$ cat config.mk
export PLATFORM = sky130hd
export DESIGN_NAME = op_mux_flat
export DESIGN_NICKNAME = d
export VERILOG_FILES = /design/src/rtl/op_mux_pkg.sv /design/src/rtl/op_mux_if.sv /design/src/rtl/op_fmt.sv /design/src/rtl/op_mux.sv /design/src/flat_wrapper.sv
export SDC_FILE = /design/constraint.sdc
export NUM_CORES = 1
export LEC_CHECK = 0
export ABC_CLOCK_PERIOD_IN_PS = 1500
export CORE_ASPECT_RATIO = 0.7
export CORE_MARGIN = 2
export CORE_UTILIZATION = 35
export DETAILED_ROUTE_END_ITERATION = 8
export GPL_TIMING_DRIVEN = 0
export PLACE_DENSITY_LB_ADDON = 0.2
export SLEW_MARGIN = 20
export SYNTH_ARGS = -nofsm -noshare
export SYNTH_HDL_FRONTEND = slang
export SYNTH_HIERARCHICAL = 1
export SYNTH_SLANG_ARGS = --single-unit
$ cat constraint.sdc
create_clock -name clk -period 1.5 [get_ports clk]
set_input_delay 0.15 -clock clk [delete_from_list [all_inputs] [get_ports clk]]
set_output_delay 0.15 -clock clk [all_outputs]
set_load 0.02 [all_outputs]
$ cat src/rtl/op_mux_pkg.sv
// Shared encodings and widths for the op_mux store path.
// Optional build macro OP_MUX_TIMEOUT_EN is consumed by op_mux.
package op_mux_pkg;

    localparam int PA_OP   = 3;
    localparam int PA_HL   = 2;
    localparam int PA_DATA = 32;
    localparam int PA_ADDR = 32;
    localparam int PA_TO   = 8;

    typedef enum logic [PA_OP-1:0] {
        SEL_NONE = 3'b000,
        SEL_RFA  = 3'b001,
        SEL_ALU  = 3'b010,
        SEL_RFB  = 3'b011,
        SEL_IMM  = 3'b100
    } op_sel_e;

    typedef enum logic [PA_HL-1:0] {
        HL_WORD = 2'b00,
        HL_LO   = 2'b01,
        HL_HI   = 2'b10
    } hl_sel_e;

    localparam logic [3:0] BE_WORD = 4'b1111;
    localparam logic [3:0] BE_LO   = 4'b0011;
    localparam logic [3:0] BE_HI   = 4'b1100;

    typedef enum logic [1:0] {
        ST_IDLE  = 2'b00,
        ST_DRIVE = 2'b01,
        ST_DONE  = 2'b10
    } state_e;

endpackage

$ cat src/rtl/op_mux_if.sv
// Request/select/data bundle between the requester and op_mux, plus the memory-side write bus.
interface op_mux_if;
    import op_mux_pkg::*;

    logic                 req;
    logic [PA_OP-1:0]     op_sel;
    logic [PA_HL-1:0]     hl_sel;
    logic [PA_DATA-1:0]   rf_a;
    logic [PA_DATA-1:0]   rf_b;
    logic [PA_DATA-1:0]   alu_out;
    logic [15:0]          id_imme;
    logic [PA_ADDR-1:0]   addr_in;
    logic                 dob_ack;
    logic [PA_DATA-1:0]   dob;
    logic [PA_ADDR-1:0]   dab;
    logic                 dob_we;
    logic [3:0]           dob_be;
    logic                 busy;
    logic                 done;
    logic                 err;

    modport master (
        output req, op_sel, hl_sel, rf_a, rf_b, alu_out, id_imme, addr_in, dob_ack,
        input  dob, dab, dob_we, dob_be, busy, done, err
    );

    modport slave (
        input  req, op_sel, hl_sel, rf_a, rf_b, alu_out, id_imme, addr_in, dob_ack,
        output dob, dab, dob_we, dob_be, busy, done, err
    );

endinterface

$ cat src/rtl/op_fmt.sv
// Combinational source select and half-word formatting with byte enables and illegal-select flag.
module op_fmt
    import op_mux_pkg::*;
(
    input  logic [PA_OP-1:0]   op_sel,
    input  logic [PA_HL-1:0]   hl_sel,
    input  logic [PA_DATA-1:0] rf_a,
    input  logic [PA_DATA-1:0] rf_b,
    input  logic [PA_DATA-1:0] alu_out,
    input  logic [15:0]        id_imme,
    output logic [PA_DATA-1:0] fmt_data,
    output logic [3:0]         fmt_be,
    output logic               fmt_illegal
);

    logic [PA_DATA-1:0] src_s;
    logic               op_bad_s;
    logic               hl_bad_s;

    // Source select; unlisted encodings flag the request as illegal.
    always_comb begin
        src_s    = {PA_DATA{1'b0}};
        op_bad_s = 1'b0;
        case (op_sel)
            SEL_RFA:  src_s = rf_a;
            SEL_ALU:  src_s = alu_out;
            SEL_RFB:  src_s = rf_b;
            SEL_IMM:  src_s = {16'h0000, id_imme};
            SEL_NONE: op_bad_s = 1'b1;
            default:  op_bad_s = 1'b1;
        endcase
    end

    // Half-word formats always take the low half of the source.
    always_comb begin
        fmt_data = src_s;
        fmt_be   = BE_WORD;
        hl_bad_s = 1'b0;
        case (hl_sel)
            HL_WORD: begin
                fmt_data = src_s;
                fmt_be   = BE_WORD;
            end
            HL_LO: begin
                fmt_data = {16'h0000, src_s[15:0]};
                fmt_be   = BE_LO;
            end
            HL_HI: begin
                fmt_data = {src_s[15:0], 16'h0000};
                fmt_be   = BE_HI;
            end
            default: hl_bad_s = 1'b1;
        endcase
    end

    assign fmt_illegal = op_bad_s | hl_bad_s;

endmodule

$ cat src/rtl/op_mux.sv
// Store-side output mux: captures a formatted operand and drives it to memory with a req/ack write.
// Build option OP_MUX_TIMEOUT_EN adds a DRIVE-state timeout that aborts with an err pulse.
module op_mux
    import op_mux_pkg::*;
(
    input  logic       clk,
    input  logic       rst_b,
    op_mux_if.slave    bus
);

    logic [PA_DATA-1:0] fmt_data_s;
    logic [3:0]         fmt_be_s;
    logic               fmt_illegal_s;

    op_fmt u_fmt (
        .op_sel      (bus.op_sel),
        .hl_sel      (bus.hl_sel),
        .rf_a        (bus.rf_a),
        .rf_b        (bus.rf_b),
        .alu_out     (bus.alu_out),
        .id_imme     (bus.id_imme),
        .fmt_data    (fmt_data_s),
        .fmt_be      (fmt_be_s),
        .fmt_illegal (fmt_illegal_s)
    );

    state_e             state_q, state_d;
    logic [PA_DATA-1:0] dob_q, dob_d;
    logic [PA_ADDR-1:0] dab_q, dab_d;
    logic [3:0]         be_q, be_d;
    logic               we_q, we_d;
    logic               busy_q, busy_d;
    logic               done_q, done_d;
    logic               err_q, err_d;
`ifdef OP_MUX_TIMEOUT_EN
    logic [PA_TO-1:0]   cnt_q, cnt_d;
`endif

    // Next-state and next-output computation; pulses default low, bus fields hold.
    always_comb begin
        state_d = state_q;
        dob_d   = dob_q;
        dab_d   = dab_q;
        be_d    = be_q;
        we_d    = we_q;
        busy_d  = busy_q;
        done_d  = 1'b0;
        err_d   = 1'b0;
`ifdef OP_MUX_TIMEOUT_EN
        cnt_d   = cnt_q;
`endif
        case (state_q)
            ST_IDLE: begin
                if (bus.req) begin
                    if (fmt_illegal_s) begin
                        err_d = 1'b1;
                    end else begin
                        dob_d   = fmt_data_s;
                        dab_d   = bus.addr_in;
                        be_d    = fmt_be_s;
                        we_d    = 1'b1;
                        busy_d  = 1'b1;
                        state_d = ST_DRIVE;
`ifdef OP_MUX_TIMEOUT_EN
                        cnt_d   = {PA_TO{1'b0}};
`endif
                    end
                end else begin
                    state_d = ST_IDLE;
                end
            end
            ST_DRIVE: begin
                if (bus.dob_ack) begin
                    we_d    = 1'b0;
                    busy_d  = 1'b0;
                    done_d  = 1'b1;
                    state_d = ST_DONE;
                end else begin
`ifdef OP_MUX_TIMEOUT_EN
                    // An ack in the expiry cycle is taken by the branch above.
                    if (cnt_q == {PA_TO{1'b1}}) begin
                        we_d    = 1'b0;
                        busy_d  = 1'b0;
                        err_d   = 1'b1;
                        state_d = ST_IDLE;
                    end else begin
                        cnt_d = cnt_q + {{(PA_TO-1){1'b0}}, 1'b1};
                    end
`else
                    state_d = ST_DRIVE;
`endif
                end
            end
            ST_DONE: begin
                state_d = ST_IDLE;
            end
            default: begin
                we_d    = 1'b0;
                busy_d  = 1'b0;
                state_d = ST_IDLE;
            end
        endcase
    end

    // State and output registers; async reset clears every output immediately.
    always_ff @(posedge clk or negedge rst_b) begin
        if (!rst_b) begin
            state_q <= ST_IDLE;
            dob_q   <= {PA_DATA{1'b0}};
            dab_q   <= {PA_ADDR{1'b0}};
            be_q    <= 4'b0000;
            we_q    <= 1'b0;
            busy_q  <= 1'b0;
            done_q  <= 1'b0;
            err_q   <= 1'b0;
`ifdef OP_MUX_TIMEOUT_EN
            cnt_q   <= {PA_TO{1'b0}};
`endif
        end else begin
            state_q <= state_d;
            dob_q   <= dob_d;
            dab_q   <= dab_d;
            be_q    <= be_d;
            we_q    <= we_d;
            busy_q  <= busy_d;
            done_q  <= done_d;
            err_q   <= err_d;
`ifdef OP_MUX_TIMEOUT_EN
            cnt_q   <= cnt_d;
`endif
        end
    end

    assign bus.dob    = dob_q;
    assign bus.dab    = dab_q;
    assign bus.dob_be = be_q;
    assign bus.dob_we = we_q;
    assign bus.busy   = busy_q;
    assign bus.done   = done_q;
    assign bus.err    = err_q;

endmodule

$ cat src/flat_wrapper.sv
// flat-port wrapper written by rule: the top's interface ports become plain ports
module op_mux_flat import op_mux_pkg::*;
  (clk, rst_b, bus_req, bus_op_sel, bus_hl_sel, bus_rf_a, bus_rf_b, bus_alu_out, bus_id_imme, bus_addr_in, bus_dob_ack, bus_dob, bus_dab, bus_dob_we, bus_dob_be, bus_busy, bus_done, bus_err);
  op_mux_if bus_i ();
  input  logic clk;
  input  logic rst_b;
  input wire logic [$bits(bus_i.req)-1:0] bus_req;
  input wire logic [$bits(bus_i.op_sel)-1:0] bus_op_sel;
  input wire logic [$bits(bus_i.hl_sel)-1:0] bus_hl_sel;
  input wire logic [$bits(bus_i.rf_a)-1:0] bus_rf_a;
  input wire logic [$bits(bus_i.rf_b)-1:0] bus_rf_b;
  input wire logic [$bits(bus_i.alu_out)-1:0] bus_alu_out;
  input wire logic [$bits(bus_i.id_imme)-1:0] bus_id_imme;
  input wire logic [$bits(bus_i.addr_in)-1:0] bus_addr_in;
  input wire logic [$bits(bus_i.dob_ack)-1:0] bus_dob_ack;
  output wire logic [$bits(bus_i.dob)-1:0] bus_dob;
  output wire logic [$bits(bus_i.dab)-1:0] bus_dab;
  output wire logic [$bits(bus_i.dob_we)-1:0] bus_dob_we;
  output wire logic [$bits(bus_i.dob_be)-1:0] bus_dob_be;
  output wire logic [$bits(bus_i.busy)-1:0] bus_busy;
  output wire logic [$bits(bus_i.done)-1:0] bus_done;
  output wire logic [$bits(bus_i.err)-1:0] bus_err;
  assign bus_i.req = bus_req;
  assign bus_i.op_sel = bus_op_sel;
  assign bus_i.hl_sel = bus_hl_sel;
  assign bus_i.rf_a = bus_rf_a;
  assign bus_i.rf_b = bus_rf_b;
  assign bus_i.alu_out = bus_alu_out;
  assign bus_i.id_imme = bus_id_imme;
  assign bus_i.addr_in = bus_addr_in;
  assign bus_i.dob_ack = bus_dob_ack;
  assign bus_dob = bus_i.dob;
  assign bus_dab = bus_i.dab;
  assign bus_dob_we = bus_i.dob_we;
  assign bus_dob_be = bus_i.dob_be;
  assign bus_busy = bus_i.busy;
  assign bus_done = bus_i.done;
  assign bus_err = bus_i.err;
  op_mux u_core (.clk(clk), .rst_b(rst_b), .bus(bus_i));
endmodule
# After elaboration in Yosys (flattened, before gate mapping)
# Index checks and enable logic that the tools add are counted.
[totals] register_bits=73 input_bits=153 out_inout_bits=72 wordCells=46
[op_classes] n_eq_ne=12 n_mux=18 bitwise=3 n_reduce_logical=6
[op_table] operator="32-bit case mux with 4 select lines" count=1
[op_table] operator="32-bit case mux with 2 select lines" count=1
[op_table] operator="1-bit 2-to-1 mux" count=10
[op_table] operator="4-bit case mux with 2 select lines" count=1
[op_table] operator="3-bit by 2-bit == test with 1-bit output, second input constant" count=2
[op_table] operator="2-bit 2-to-1 mux" count=3
[op_table] operator="2-bit != test, second input constant" count=3
[op_table] operator="2-bit by 1-bit == test with 1-bit output, second input constant" count=2
[op_table] operator="2-bit == test, second input constant" count=2
[op_table] operator="2-bit logical NOT" count=2
[op_table] operator="2-bit case mux with 2 select lines" count=1
[op_table] operator="4-bit AND reduction" count=1
[op_table] operator="4-bit OR reduction" count=1
[op_table] operator="3-bit by 1-bit == test with 1-bit output, second input constant" count=1
[op_table] operator="3-bit == test, second input constant" count=1
[op_table] operator="3-bit != test, second input constant" count=1
[op_table] operator="1-bit case mux with 3 select lines" count=1
[op_table] operator="3-bit AND reduction" count=1
[op_table] operator="3-bit OR reduction" count=1
[op_table] operator="1-bit NOT" count=2
[op_table] operator="1-bit bitwise OR" count=1

# Logic depth before layout (Yosys ltp)
[depth] depth_word=7 mapped_depth=9 mapped_depth_nobuf=5

# Cells and area by module
# The synthesis kept the hierarchy.
[by_module_without_submodules] mod="op_mux" instances=1 cells_each=160 area_per_inst_um2=2727.6 seq_area_each_um2=1826.8
[by_module_without_submodules] mod="op_fmt" instances=1 cells_each=171 area_per_inst_um2=1253.7 seq_area_each_um2=0.0

# Worst setup path after synthesis
# OpenSTA, ideal clock, no wires.
[synth_path] path_type="input to register" startpoint="input port bus_op_sel[0]" endpoint="register u_core.dab_q[29] (netlist: u_core/bus.dab[29])" setup_time_ns=0.127 t_arrival_ns=1.777 required_ns=1.373 slack_ns=-0.405 path_stages=9 cell_sequence="nor2_1 > and2_1 > buf_6 > buf_6 > o21bai_1 > nor4b_4 > buf_4 > buf_6 > mux2_1"
[synth_via] elab_chain_cells=6 word_cells_on_any_way=9 classes_between="4 x eq/ne; 1 x mux; 2 x bitwise; 2 x reduce/logical"
[synth_lines] item="start, declared" line_no="flat_wrapper.sv:8" rtl="input wire logic [$bits(bus_i.op_sel)-1:0] bus_op_sel;"
[synth_lines] item="3-bit == test, or another cell as far along" line_no="op_fmt.sv:24" rtl="case (op_sel)"
[synth_lines] item="4-bit OR reduction (no source line) *"
[synth_lines] item="1-bit 2-to-1 mux *" line_no="op_fmt.sv:24"
[synth_lines] item="1-bit bitwise OR *" line_no="op_fmt.sv:56" rtl="assign fmt_illegal = op_bad_s | hl_bad_s;"
[synth_lines] item="via u_core.fmt_illegal_s" line_no="op_mux.sv:13" rtl="logic fmt_illegal_s;"
[synth_lines] item="1-bit NOT (no source line) *"
[synth_lines] item="3-bit AND reduction (no source line) *"
[synth_lines] item="end signal, assigned" line_no="op_mux.sv:110" rtl="dab_q <= {PA_ADDR{1'b0}};"
[synth_lines] item="end, declared" line_no="op_mux.sv:29" rtl="logic [PA_ADDR-1:0] dab_q, dab_d;"
# The timed path passes the listed nets; every way through them passes the cells marked *.
# A chain may end at the register's enable or synchronous reset.

# Worst setup path in the final report
[layout_path] startpoint="register u_core.state_q[0]" endpoint="register u_core.dob_q[10] (netlist: u_core/bus.dob[10])"
[layout_via] elab_chain_cells=2
[layout_lines] item="start, declared" line_no="op_mux.sv:27" rtl="state_e state_q, state_d;"
[layout_lines] item="start signal, assigned" line_no="op_mux.sv:120" rtl="state_q <= state_d;"
[layout_lines] item="2-bit logical NOT" line_no="op_mux.sv:52" rtl="case (state_q)"
[layout_lines] item="3-bit AND reduction (no source line)"
[layout_lines] item="end signal, assigned" line_no="op_mux.sv:109" rtl="dob_q <= {PA_DATA{1'b0}};"
[layout_lines] item="end signal, assigned" line_no="op_mux.sv:121" rtl="dob_q <= dob_d;"
[layout_lines] item="end, declared" line_no="op_mux.sv:28" rtl="logic [PA_DATA-1:0] dob_q, dob_d;"
# No other way between the ends.

==> flow_summary.json <==
{
  "status": "complete, but fails checks",
  "failed_checks": "negative setup slack",
  "crit_path_end_kind": "flop",
  "grt_max_degree": 41,
  "place_ws_ns": -1.215,
  "crit_top_cell": "buf_12",
  "synth_largest_area_cell": "dfrtp_1",
  "first_pass_iters": 4,
  "finalWirelength_mm": 14.32,
  "final_common_cell": "clkdlybuf4s50_1",
  "die_h_um": 93.24,
  "rsz0062_at_grt": "true",
  "path_max_fanout": 7,
  "maxCapViolations": 0,
  "relSlewSlack_pct": 64.58,
  "port_buffers": 224,
  "clockBufferDepth": 2,
  "hold_path_class": "input port to async pin",
  "worstMarginPinSlew_ns": 0.5313,
  "hold_viol_final": 0,
  "synth-seq-area-share_pct": 45.88,
  "hpwl_mm": 10.52,
  "crit_chain": "nor4b_4 -> buf_4 -> buf_12 -> buf_12 -> mux2_4",
  "yosysTopAreaCellShare_pct": 45.88,
  "cp_slowest_cell": "dfrtp_2",
  "syn_inst": 331,
  "synth_fp_nets": 489,
  "fin_nets": 740,
  "drc": 0,
  "yosys-top-cells-area": "dfrtp_1, mux2_2, nand3b_1",
  "yosys_register_bits": 73,
  "grt_pass1_wl_mm": 22.37,
  "grt_use_total_pct": 23.83,
  "core_um2": 11050,
  "min_period_ns": 1.595,
  "areaGrowthSynthToFinish_pct": 85.73,
  "initial_core_util_pct": 36.03,
  "root_buffer": "clkbuf_16",
  "clock-sinks": 73,
  "power.density_nw_per_um2": 1146,
  "synthFlopType": "dfrtp_1",
  "initialDrtViolationCount": 210,
  "worstSkewPairLatency_ns": 0.33,
  "vias_per_cell": 5.077,
  "fmax_ghz": 0.6268,
  "yosys.cell_types.count": 29,
  "rows": 32,
  "async_reset_ff_share_pct": 100.0,
  "finalSetupTns_ns": -3.480,
  "slew_viol_final": 0,
  "worst_r2r_path_depth": 5,
  "cts.clk_slew.worst_paths_ns": 0.06,
  "avgSynthCellArea_um2": 12.03,
  "antenna_cells": 0,
  "final_util_pct": 66.92,
  "timing.final.crit_share_pct": 106.4,
  "ys_warn_count": 6,
  "cp-start-kind": "flop",
  "cpPeakStageDelay_ns": 0.43,
  "htree_levels": 3,
  "routedWlPerCell_um": 19.34,
  "worstPathRequired_ns": 1.71,
  "synth_edf_count": 0,
  "cts_buffers": 9,
  "cp.arrival_ns": 1.81,
  "final_cell_mix": "clkdlybuf4s50_1, dfrtp_1, mux2_4",
  "ant_nets": 0,
  "grt_overflow_total": 0,
  "setup.worst_path.class": "flop to flop",
  "worst_slack_ns": -0.09545,
  "grt_pass1_vias": 4033,
  "routabilityCongestion": 0.9204,
  "max-vdd-ir-drop_mv": 0.6390,
  "die_x_um": 131.5,
  "via_count": 3757,
  "netlist_area_um2": 3981,
  "finClkSkew_ns": 0.003762,
  "drive_gt1_share_pct": 29.47,
  "dieArea_um2": 12260,
  "setup_viol": 68,
  "antenna_found_initial": 0,
  "power_leakage_nw": 3.294,
  "cts_tree": "done",
  "io_pins": 225
}
per-layer routing:
metal	global-route usage (%)	vias up	share of wire (%)
met3	7.696	10	9.3
met1	32.20	1850	44
li1	-	1737	-
met4	4.348	0	0.92
met5	0	-	0
met2	38.00	160	46
cell type report:
class	count	area, µm²
fill	861	3656
timing repair buffer	242	2481
multi-input combinational	222	2238
sequential	73	1829
buffer	30	309.0
clock buffer	11	252.7
tap	153	191.4
clock inverter	5	77.57
inverter	4	15.01
path summary, 6_finish.rpt:
kind	from	to	slack, ns
max in group asynchronous	rst_b	u_core/bus.dab[8]	0.59
worst max register to register	u_core/state_q[0]	u_core/bus.dob[10]	-0.1
worst max-delay path	u_core/state_q[0]	u_core/bus.dob[10]	-0.1
min in group clk	bus_hl_sel[1]	u_core/bus.dob_be[0]	0.37
worst min-delay path	rst_b	u_core/bus.dab[12]	0.35
worst min register to register	u_core/bus.dab[13]	u_core/bus.dab[13]	0.50
synthesized netlist by cell type (all sizes together), types with 4 or more instances:
library cell	count
a21oi	17
a221oi	16
a22oi	16
buf	25
clkbuf	7
dfrtp	73
ha	5
inv	4
mux2	84
nand3b	32
nor2	23
o22ai	16
flip-flops by register name (all words and copies together) (netlist names):
signal,count
u_core/bus.dab,32
u_core/bus.dob,32
u_core/bus.dob_be,4
u_core/state_q,2
u_core/bus.busy,1
u_core/bus.done,1
u_core/bus.err,1
where the power goes:
part,switching [mW],internal (mW)
Combinational,1.44,1.98
Clock,0.798,1.54
Sequential,0.265,2.45
Total,2.51,5.97
worst max-delay path: cells and delay by family (launching register included):
kind,cells,cell delay (ns)
AND/OR/NAND/NOR,1,0.31
flip-flops,1,0.43
multiplexers,1,0.30
buffers and inverters,3,0.44
stage by stage:
stage | instance area [µm²] | instances | power [mW] | hold slack (ns)
global placement | 6487 | 708 | 5.751 | 0.4888
floorplan | 4054 | 331 | 4.146 | -0.1456
finish | 7395 | 740 | 8.476 | 0.3485
global route | 7395 | 740 | 8.850 | 0.3820
detailed placement | 6505 | 709 | 5.832 | 0.1651
CTS | 7338 | 740 | 8.513 | 0.3609
logic make-up after synthesis:
| kind of cell | after synthesis | synth area share (%) |
|---|---|---|
| AOI/OAI and AO/OA | 67 | 13.01 |
| muxes | 84 | 23.76 |
| and+or+nand+nor | 66 | 10.53 |
| buffers and inverters | 36 | 5.248 |
| DFF | 73 | 45.88 |
| adders and majority gates | 5 | 1.571 |
what timing repair did:
item | in CTS | in global routing
pin swaps | 4 | 3
cloned | 3 | 0
buffers inserted | 13 | 1
resized for setup | 104 | 35
hold endpoints to repair | 39 | 0
hold buffers | 1 | 0
setup endpoints to repair | 74 | 84
Power figures use the tool's default switching activity.
